--- config.mk ---
export PLATFORM = sky130hd
export DESIGN_NAME = burst_slave_port
export DESIGN_NICKNAME = d
export VERILOG_FILES = /design/src/rtl/burst_slave_port.sv
export SDC_FILE = /design/constraint.sdc
export NUM_CORES = 1
export LEC_CHECK = 0
export CORE_ASPECT_RATIO = 1.4
export CORE_MARGIN = 3
export CORE_UTILIZATION = 54
export DETAILED_ROUTE_END_ITERATION = 10
export GPL_ROUTABILITY_DRIVEN = 0
export HOLD_SLACK_MARGIN = 0.02
export PLACE_DENSITY = 0.8
export SLEW_MARGIN = 10
export SYNTH_ARGS = -nofsm -noshare
export SYNTH_HDL_FRONTEND = slang
export SYNTH_SLANG_ARGS = --single-unit
--- constraint.sdc ---
create_clock -name in_clk -period 2.95 [get_ports in_clk]
set_input_delay 0.59 -clock in_clk [delete_from_list [all_inputs] [get_ports in_clk]]
set_output_delay 0.59 -clock in_clk [all_outputs]
set_load 0.02 [all_outputs]
--- src/rtl/burst_slave_port.sv ---
// burst_slave_port
// Serial-to-parallel slave port. It deserialises an address (LSB first), an
// optional burst length field and write data from the serial interconnect.
// It then runs ready/valid handshakes with a parallel target, and serialises
// read data back to the interconnect with ready/valid flow control.
//
// Ports:
//   in_clk, reset                 clock (rising edge) and async active-high reset
//   ss, ser_in_valid, ser_in      serial request stream; a bit is consumed on ss && ser_in_valid
//   in_write, burst_en            direction / burst flag, sampled with the first address bit
//   ser_out_ready/valid, ser_out  serial read-data stream, LSB first
//   busy                          high whenever the port is not idle
//   out_split_en                  split indication to the interconnect
//   par_out_valid, out_write,
//   out_addr, par_wdata           target request
//   par_in_ready, par_in_valid,
//   par_rdata, in_split_en        target response
//
// Optional feature macro: BURST_SLAVE_PORT_SPLIT_EN
//   When defined, a target split request in RS parks the port in SPLIT.
//   There it ignores ss until read data arrives. When undefined,
//   out_split_en is tied low and in_split_en is ignored.
module burst_slave_port #(
    parameter int ADDR_W = 12,
    parameter int DATA_W = 8,
    parameter int LEN_W  = 4
) (
    input  logic              in_clk,
    input  logic              reset,
    input  logic              ss,
    input  logic              ser_in_valid,
    input  logic              ser_in,
    input  logic              in_write,
    input  logic              burst_en,
    input  logic              ser_out_ready,
    output logic              ser_out_valid,
    output logic              ser_out,
    output logic              busy,
    output logic              out_split_en,
    output logic              par_out_valid,
    output logic              out_write,
    output logic [ADDR_W-1:0] out_addr,
    output logic [DATA_W-1:0] par_wdata,
    input  logic              par_in_ready,
    input  logic              par_in_valid,
    input  logic [DATA_W-1:0] par_rdata,
    input  logic              in_split_en
);

    localparam int MAX_W = (ADDR_W > DATA_W) ? ((ADDR_W > LEN_W) ? ADDR_W : LEN_W)
                                             : ((DATA_W > LEN_W) ? DATA_W : LEN_W);
    localparam int CNT_W = $clog2(MAX_W + 1);
    localparam logic [CNT_W-1:0] CNT_ZERO  = {CNT_W{1'b0}};
    localparam logic [CNT_W-1:0] CNT_ONE   = CNT_W'(1);
    localparam logic [CNT_W-1:0] ADDR_LAST = CNT_W'(ADDR_W - 1);
    localparam logic [CNT_W-1:0] LEN_LAST  = CNT_W'(LEN_W - 1);
    localparam logic [CNT_W-1:0] DATA_LAST = CNT_W'(DATA_W - 1);
    localparam logic [LEN_W-1:0] LEN_ZERO  = {LEN_W{1'b0}};
    localparam logic [LEN_W-1:0] LEN_ONE   = LEN_W'(1);
    localparam logic [ADDR_W-1:0] ADDR_ONE = ADDR_W'(1);

    typedef enum logic [2:0] {
        ST_IDLE    = 3'd0,
        ST_RX_ADDR = 3'd1,
        ST_RX_LEN  = 3'd2,
        ST_RX_DATA = 3'd3,
        ST_WS      = 3'd4,
        ST_RS      = 3'd5,
        ST_TX      = 3'd6
`ifdef BURST_SLAVE_PORT_SPLIT_EN
        , ST_SPLIT = 3'd7
`endif
    } state_t;

    state_t             state_r;
    state_t             state_next_s;
    logic [CNT_W-1:0]   cnt_r;
    logic               write_r;
    logic               burst_r;
    logic               abort_r;      // ss dropped during a target handshake
    logic [LEN_W-1:0]   beats_left_r;
    logic [LEN_W-1:0]   len_sr_r;
    logic [DATA_W-1:0]  tx_sr_r;
    logic [ADDR_W-1:0]  out_addr_r;
    logic [DATA_W-1:0]  par_wdata_r;
    logic               par_out_valid_r;
    logic               out_write_r;
    logic               busy_r;
    logic               ser_out_valid_r;
    logic               split_r;
    logic               tx_guard_r;   // suppresses TX abort until the first bit after a split
    logic               req_next_s;
    logic               split_next_s;

    logic bit_ok_s;
    logic last_beat_s;
    logic abort_now_s;
    logic tx_abort_s;
    logic tx_done_s;

    assign bit_ok_s    = ss && ser_in_valid;
    assign last_beat_s = (beats_left_r == LEN_ZERO);
    assign abort_now_s = abort_r || !ss;
    assign tx_abort_s  = !ss && !tx_guard_r;
    assign tx_done_s   = ser_out_ready && (cnt_r == DATA_LAST);

`ifndef BURST_SLAVE_PORT_SPLIT_EN
    logic unused_split_s;
    assign unused_split_s = in_split_en;
`endif

    assign ser_out_valid = ser_out_valid_r;
    assign ser_out       = tx_sr_r[0];
    assign busy          = busy_r;
    assign out_split_en  = split_r;
    assign par_out_valid = par_out_valid_r;
    assign out_write     = out_write_r;
    assign out_addr      = out_addr_r;
    assign par_wdata     = par_wdata_r;

    // Next-state decode plus the next values of the registered request/split outputs.
    always_comb begin
        state_next_s = state_r;
        case (state_r)
            ST_IDLE: begin
                if (bit_ok_s) state_next_s = ST_RX_ADDR;
                else          state_next_s = ST_IDLE;
            end
            ST_RX_ADDR: begin
                if (!ss) begin
                    state_next_s = ST_IDLE;
                end else if (bit_ok_s && (cnt_r == ADDR_LAST)) begin
                    if (burst_r)      state_next_s = ST_RX_LEN;
                    else if (write_r) state_next_s = ST_RX_DATA;
                    else              state_next_s = ST_RS;
                end else begin
                    state_next_s = ST_RX_ADDR;
                end
            end
            ST_RX_LEN: begin
                if (!ss) begin
                    state_next_s = ST_IDLE;
                end else if (bit_ok_s && (cnt_r == LEN_LAST)) begin
                    if (write_r) state_next_s = ST_RX_DATA;
                    else         state_next_s = ST_RS;
                end else begin
                    state_next_s = ST_RX_LEN;
                end
            end
            ST_RX_DATA: begin
                if (!ss)                                       state_next_s = ST_IDLE;
                else if (bit_ok_s && (cnt_r == DATA_LAST))     state_next_s = ST_WS;
                else                                           state_next_s = ST_RX_DATA;
            end
            ST_WS: begin
                // The write always completes; a deselect only cancels later beats.
                if (par_in_ready) begin
                    if (last_beat_s || abort_now_s) state_next_s = ST_IDLE;
                    else                            state_next_s = ST_RX_DATA;
                end else begin
                    state_next_s = ST_WS;
                end
            end
            ST_RS: begin
                if (par_in_valid) begin
                    if (abort_now_s) state_next_s = ST_IDLE;
                    else             state_next_s = ST_TX;
                end
`ifdef BURST_SLAVE_PORT_SPLIT_EN
                else if (in_split_en) begin
                    state_next_s = ST_SPLIT;
                end
`endif
                else begin
                    state_next_s = ST_RS;
                end
            end
`ifdef BURST_SLAVE_PORT_SPLIT_EN
            ST_SPLIT: begin
                if (par_in_valid) state_next_s = ST_TX;
                else              state_next_s = ST_SPLIT;
            end
`endif
            ST_TX: begin
                if (tx_abort_s) begin
                    state_next_s = ST_IDLE;
                end else if (tx_done_s) begin
                    if (last_beat_s) state_next_s = ST_IDLE;
                    else             state_next_s = ST_RS;
                end else begin
                    state_next_s = ST_TX;
                end
            end
            default: state_next_s = ST_IDLE;
        endcase

        req_next_s   = (state_next_s == ST_WS) || (state_next_s == ST_RS);
        split_next_s = 1'b0;
`ifdef BURST_SLAVE_PORT_SPLIT_EN
        req_next_s   = req_next_s || (state_next_s == ST_SPLIT);
        split_next_s = (state_next_s == ST_SPLIT);
`endif
    end

    // State register, datapath shift registers, counters and registered outputs.
    always_ff @(posedge in_clk or posedge reset) begin
        if (reset) begin
            state_r         <= ST_IDLE;
            cnt_r           <= CNT_ZERO;
            write_r         <= 1'b0;
            burst_r         <= 1'b0;
            abort_r         <= 1'b0;
            beats_left_r    <= LEN_ZERO;
            len_sr_r        <= LEN_ZERO;
            tx_sr_r         <= {DATA_W{1'b0}};
            out_addr_r      <= {ADDR_W{1'b0}};
            par_wdata_r     <= {DATA_W{1'b0}};
            par_out_valid_r <= 1'b0;
            out_write_r     <= 1'b0;
            busy_r          <= 1'b0;
            ser_out_valid_r <= 1'b0;
            split_r         <= 1'b0;
            tx_guard_r      <= 1'b0;
        end else begin
            state_r         <= state_next_s;
            par_out_valid_r <= req_next_s;
            out_write_r     <= (state_next_s == ST_WS);
            busy_r          <= (state_next_s != ST_IDLE);
            ser_out_valid_r <= (state_next_s == ST_TX);
            split_r         <= split_next_s;
            case (state_r)
                ST_IDLE: begin
                    abort_r <= 1'b0;
                    if (bit_ok_s) begin
                        write_r      <= in_write;
                        burst_r      <= burst_en;
                        beats_left_r <= LEN_ZERO;
                        out_addr_r   <= {ser_in, out_addr_r[ADDR_W-1:1]};
                        cnt_r        <= CNT_ONE;
                    end else begin
                        cnt_r <= CNT_ZERO;
                    end
                end
                ST_RX_ADDR: begin
                    if (bit_ok_s) begin
                        out_addr_r <= {ser_in, out_addr_r[ADDR_W-1:1]};
                        cnt_r      <= (cnt_r == ADDR_LAST) ? CNT_ZERO : cnt_r + CNT_ONE;
                    end else begin
                        cnt_r <= cnt_r;
                    end
                end
                ST_RX_LEN: begin
                    if (bit_ok_s) begin
                        len_sr_r <= {ser_in, len_sr_r[LEN_W-1:1]};
                        if (cnt_r == LEN_LAST) begin
                            beats_left_r <= {ser_in, len_sr_r[LEN_W-1:1]};
                            cnt_r        <= CNT_ZERO;
                        end else begin
                            cnt_r <= cnt_r + CNT_ONE;
                        end
                    end else begin
                        cnt_r <= cnt_r;
                    end
                end
                ST_RX_DATA: begin
                    if (bit_ok_s) begin
                        par_wdata_r <= {ser_in, par_wdata_r[DATA_W-1:1]};
                        cnt_r       <= (cnt_r == DATA_LAST) ? CNT_ZERO : cnt_r + CNT_ONE;
                    end else begin
                        cnt_r <= cnt_r;
                    end
                end
                ST_WS: begin
                    abort_r <= abort_now_s;
                    cnt_r   <= CNT_ZERO;
                    if (state_next_s == ST_RX_DATA) begin
                        out_addr_r   <= out_addr_r + ADDR_ONE;
                        beats_left_r <= beats_left_r - LEN_ONE;
                    end
                end
                ST_RS: begin
                    abort_r <= abort_now_s;
                    cnt_r   <= CNT_ZERO;
                    if (par_in_valid) tx_sr_r <= par_rdata;
                end
`ifdef BURST_SLAVE_PORT_SPLIT_EN
                ST_SPLIT: begin
                    cnt_r <= CNT_ZERO;
                    if (par_in_valid) begin
                        tx_sr_r    <= par_rdata;
                        tx_guard_r <= 1'b1;
                    end
                end
`endif
                ST_TX: begin
                    if (ser_out_ready) begin
                        tx_sr_r    <= {1'b0, tx_sr_r[DATA_W-1:1]};
                        tx_guard_r <= 1'b0;
                        cnt_r      <= tx_done_s ? CNT_ZERO : cnt_r + CNT_ONE;
                    end else begin
                        cnt_r <= cnt_r;
                    end
                    if (state_next_s == ST_RS) begin
                        out_addr_r   <= out_addr_r + ADDR_ONE;
                        beats_left_r <= beats_left_r - LEN_ONE;
                    end
                end
                default: cnt_r <= CNT_ZERO;
            endcase
        end
    end

endmodule

==> impl_metrics.py <==
metrics = {
    "placement": {
        "post-place-ws_ns": -0.0179,
        "io_buffers": 42,
        "post_dp_cell_area_sq_mm": 0.00346,
        "placedCellCount": 426,
        "hpwl_mm": 4.95,
    },
    "routing": {
        "drt-total-wl_mm": 6.94,
        "firstDrtPassIters": 4,
        "drc": 0,
        "drtAntennaViolNets": 0,
        "vias": 2658,
        "drt_iter0_markers": 314,
        "via_per_inst": 6.12,
        "wl_per_cell_microns": 16.0,
    },
    "floorplan": {
        "die-area_sq_mm": 0.00622,
        "row_count": 30,
        "core_sq_mm": 0.00499,
        "die_h_microns": 92.2,
        "ios": 45,
        "die_w_microns": 67.5,
        "initial_utilization_pct": 57.3,
    },
    "sta": {
        "slew_viol_final": 0,
        "finalHoldViolations": 0,
        "setup_ws_ns": 0.262,
        "post-route-min-period_ns": 2.69,
        "tns_ns": 0,
        "fin_crit_sh_pct": 91.1,
        "fmax_ghz": 0.372,
        "hold_ws_ns": 0.487,
        "worst_pin_slew_ns": 0.627,
        "finalClockSkew_ns": 0.00716,
        "rsz0062_at_grt": "false",
        "setup_viol": 0,
        "relSlewSlack_pct": 58.2,
    },
    "synthesis": {
        "ys_warn_count": 0,
        "synth.avg_cell_area_sq_um": 9.18,
        "syn_nets": 334,
        "synth-seq-cells": 49,
        "ys_seq_area_share_pct": 42.8,
        "synthTopCellsByArea": "dfrtp_1 43%, o21ai_0 5.2%, mux2_2 5.1%, nand2_1 4.6%, nor2_1 3.4%",
        "syn_area_sq_mm": 0.00286,
        "ys.flop_type": "dfrtp_1",
        "synthArstFlopShare_pct": 100,
        "synthMostInstantiatedCell": "dfrtp_1",
        "synth_cell_types": 55,
        "synth_top_area_share_pct": 42.8,
        "synth-edff-count": 0,
        "syn_inst": 312,
        "yosysTopAreaCell": "dfrtp_1",
        "synthTopCellsByCount": "49 x dfrtp_1, 35 x nand2_1, 30 x o21ai_0, 26 x nor2_1, 15 x a31oi_1",
    },
    "final_layout": {
        "drive_gt1_share_pct": 15.9,
        "nFillCells": 396,
        "utilization_pct": 71.1,
        "diodes": 0,
        "instances_no_fill": 434,
        "fin_nets": 391,
        "syn2layout_area_growth_pct": 24.0,
        "design_area_sq_mm": 0.00355,
    },
    "clocking": {
        "cts_tree": "yes",
        "cts_root_buf": "clkbuf_8",
        "cts_buffers": 5,
        "clk_latency_ns": 0.30,
        "clockBufferDepth": 2,
        "path_clk_slew_ns": 0.09,
        "cts.sinks": 49,
        "h-tree-depth": 2,
        "cts_setup_buffers": 0,
        "cts_resized": 0,
        "cts-hold-fix-buffers": 0,
    },
    "pwr": {
        "combPwrFrac_pct": 21.4,
        "power_switching_share_pct": 31.3,
        "totalPowerFinal_mw": 1.53,
        "pwr-share-seq_pct": 52.3,
        "pwr-share-clk_pct": 26.3,
        "p_sw_mw": 0.477,
        "leakagePower_nw": 1.56,
        "ir_drop_uv": 272,
        "internal_power_mw": 1.05,
        "powerDensity_mw_per_mm2": 430,
    },
    "global_route": {
        "antenna_found_initial": 0,
        "grt-ovfl-total": 0,
        "grt_pass1_vias": 2501,
        "grt_pass1_wl_mm": 11.6,
        "grt_max_degree": 50,
        "grt_usage_pct": 23.9,
    },
    "setup_path": {
        "worstPathRequired_ns": 3.20,
        "cp-start-kind": "flip-flop",
        "path_class": "reg2reg",
        "worstPathArrival_ns": 2.94,
        "crit_fanout": 5,
        "critPathCaptureType": "flip-flop",
        "ff2ff_setup_slack_ns": 0.26,
    },
    "status": {
        "status": "complete, no violations",
    },
    "flow_run": {
        "maxCapViolCount": 0,
    },
    "min_path": {
        "hp-class": "reg2reg",
    },
}
flip-flops by register name, summed over array words and instances (netlist names):
| name | flops |
|---|---|
| burst_r | 1 |
| write_r | 1 |
| len_sr_r | 3 |
| out_addr | 12 |
| par_wdata | 8 |
| out_write | 1 |
| ser_out_valid | 1 |
| tx_sr_r | 8 |
| beats_left_r | 4 |
| busy | 1 |
| cnt_r | 4 |
| state_r | 3 |
| abort_r | 1 |
| par_out_valid | 1 |
layout by cell type (no fill, tap or decap), types with 4 or more instances in the layout:
cell,n
dfrtp_1,49
mux2_2,13
clkbuf_8,5
a211oi_1,5
nand2_1,35
nand4b_1,6
buf_4,27
a31oi_1,15
a21oi_1,11
inv_1,8
nor3_1,7
mux2i_1,9
clkdlybuf4s50_1,42
nor2_1,26
o21ai_0,30
nand3_1,9
or4_1,4
path summary, 6_finish.rpt:
path / from / to / depth (start not counted)
worst max register to register: cnt_r[0] / out_addr[6] / 8
worst max-delay path: cnt_r[0] / out_addr[6] / 8
worst min register to register: tx_sr_r[4] / tx_sr_r[4] / 2
min in group asynchronous: reset / len_sr_r[1] / 3
worst min-delay path: tx_sr_r[4] / tx_sr_r[4] / 2
max in group asynchronous: reset / write_r / 3
cell type report:
type,count,area (sq um),share of cell area (%)
timing repair buffer,69,623,17.5
multi-input combinational,235,1500,42.1
inverter,9,33.8,0.951
clock buffer,5,68.8,1.94
sequential,49,1230,34.5
tap,64,80.1,2.26
clock inverter,3,22.5,0.634
logic make-up (layout without fill, tap and decap cells):
kind of cell / after synthesis / after routing / synth area share [%]
buffers and inverters: 28 / 86 / 4.89
AO/OA/AOI/OAI: 91 / 91 / 21.2
other: 1 / 1 / 0.131
flip-flops: 49 / 49 / 42.8
multiplexers: 22 / 22 / 8.26
AND/OR/NAND/NOR: 118 / 118 / 21.4
adder cells (fa/ha/maj): 3 / 3 / 1.31
routing by layer:
layer | global-route usage [%] | share of wire (%)
met2 | 37.9 | 51
met5 | 0 | 0
met4 | 10.3 | 2.2
met1 | 31.1 | 41
met3 | 4.41 | 5.1
power groups by stage:
stage / Clock [mW] / Sequential (mW) / Combinational, mW
3_3_place_gp: 0 / 0.808 / 0.318
4_1_cts: 0.415 / 0.797 / 0.328
3_5_place_dp: 0 / 0.810 / 0.325
6_report: 0.401 / 0.799 / 0.327
5_1_grt: 0.439 / 0.809 / 0.363
2_1_floorplan: 0 / 0.823 / 0.166
critical path, cell delays in order (launching register included):
cell and delay (ns):
dfrtp_1 0.40, ha_1 0.18, or3b_4 0.41, o311a_1 0.31, a311o_1 0.33, a211oi_4 0.27, a2bb2oi_2 0.13, or4_1 0.54
nand2_1 0.07
No activity file was read; power rests on OpenSTA's default activity.
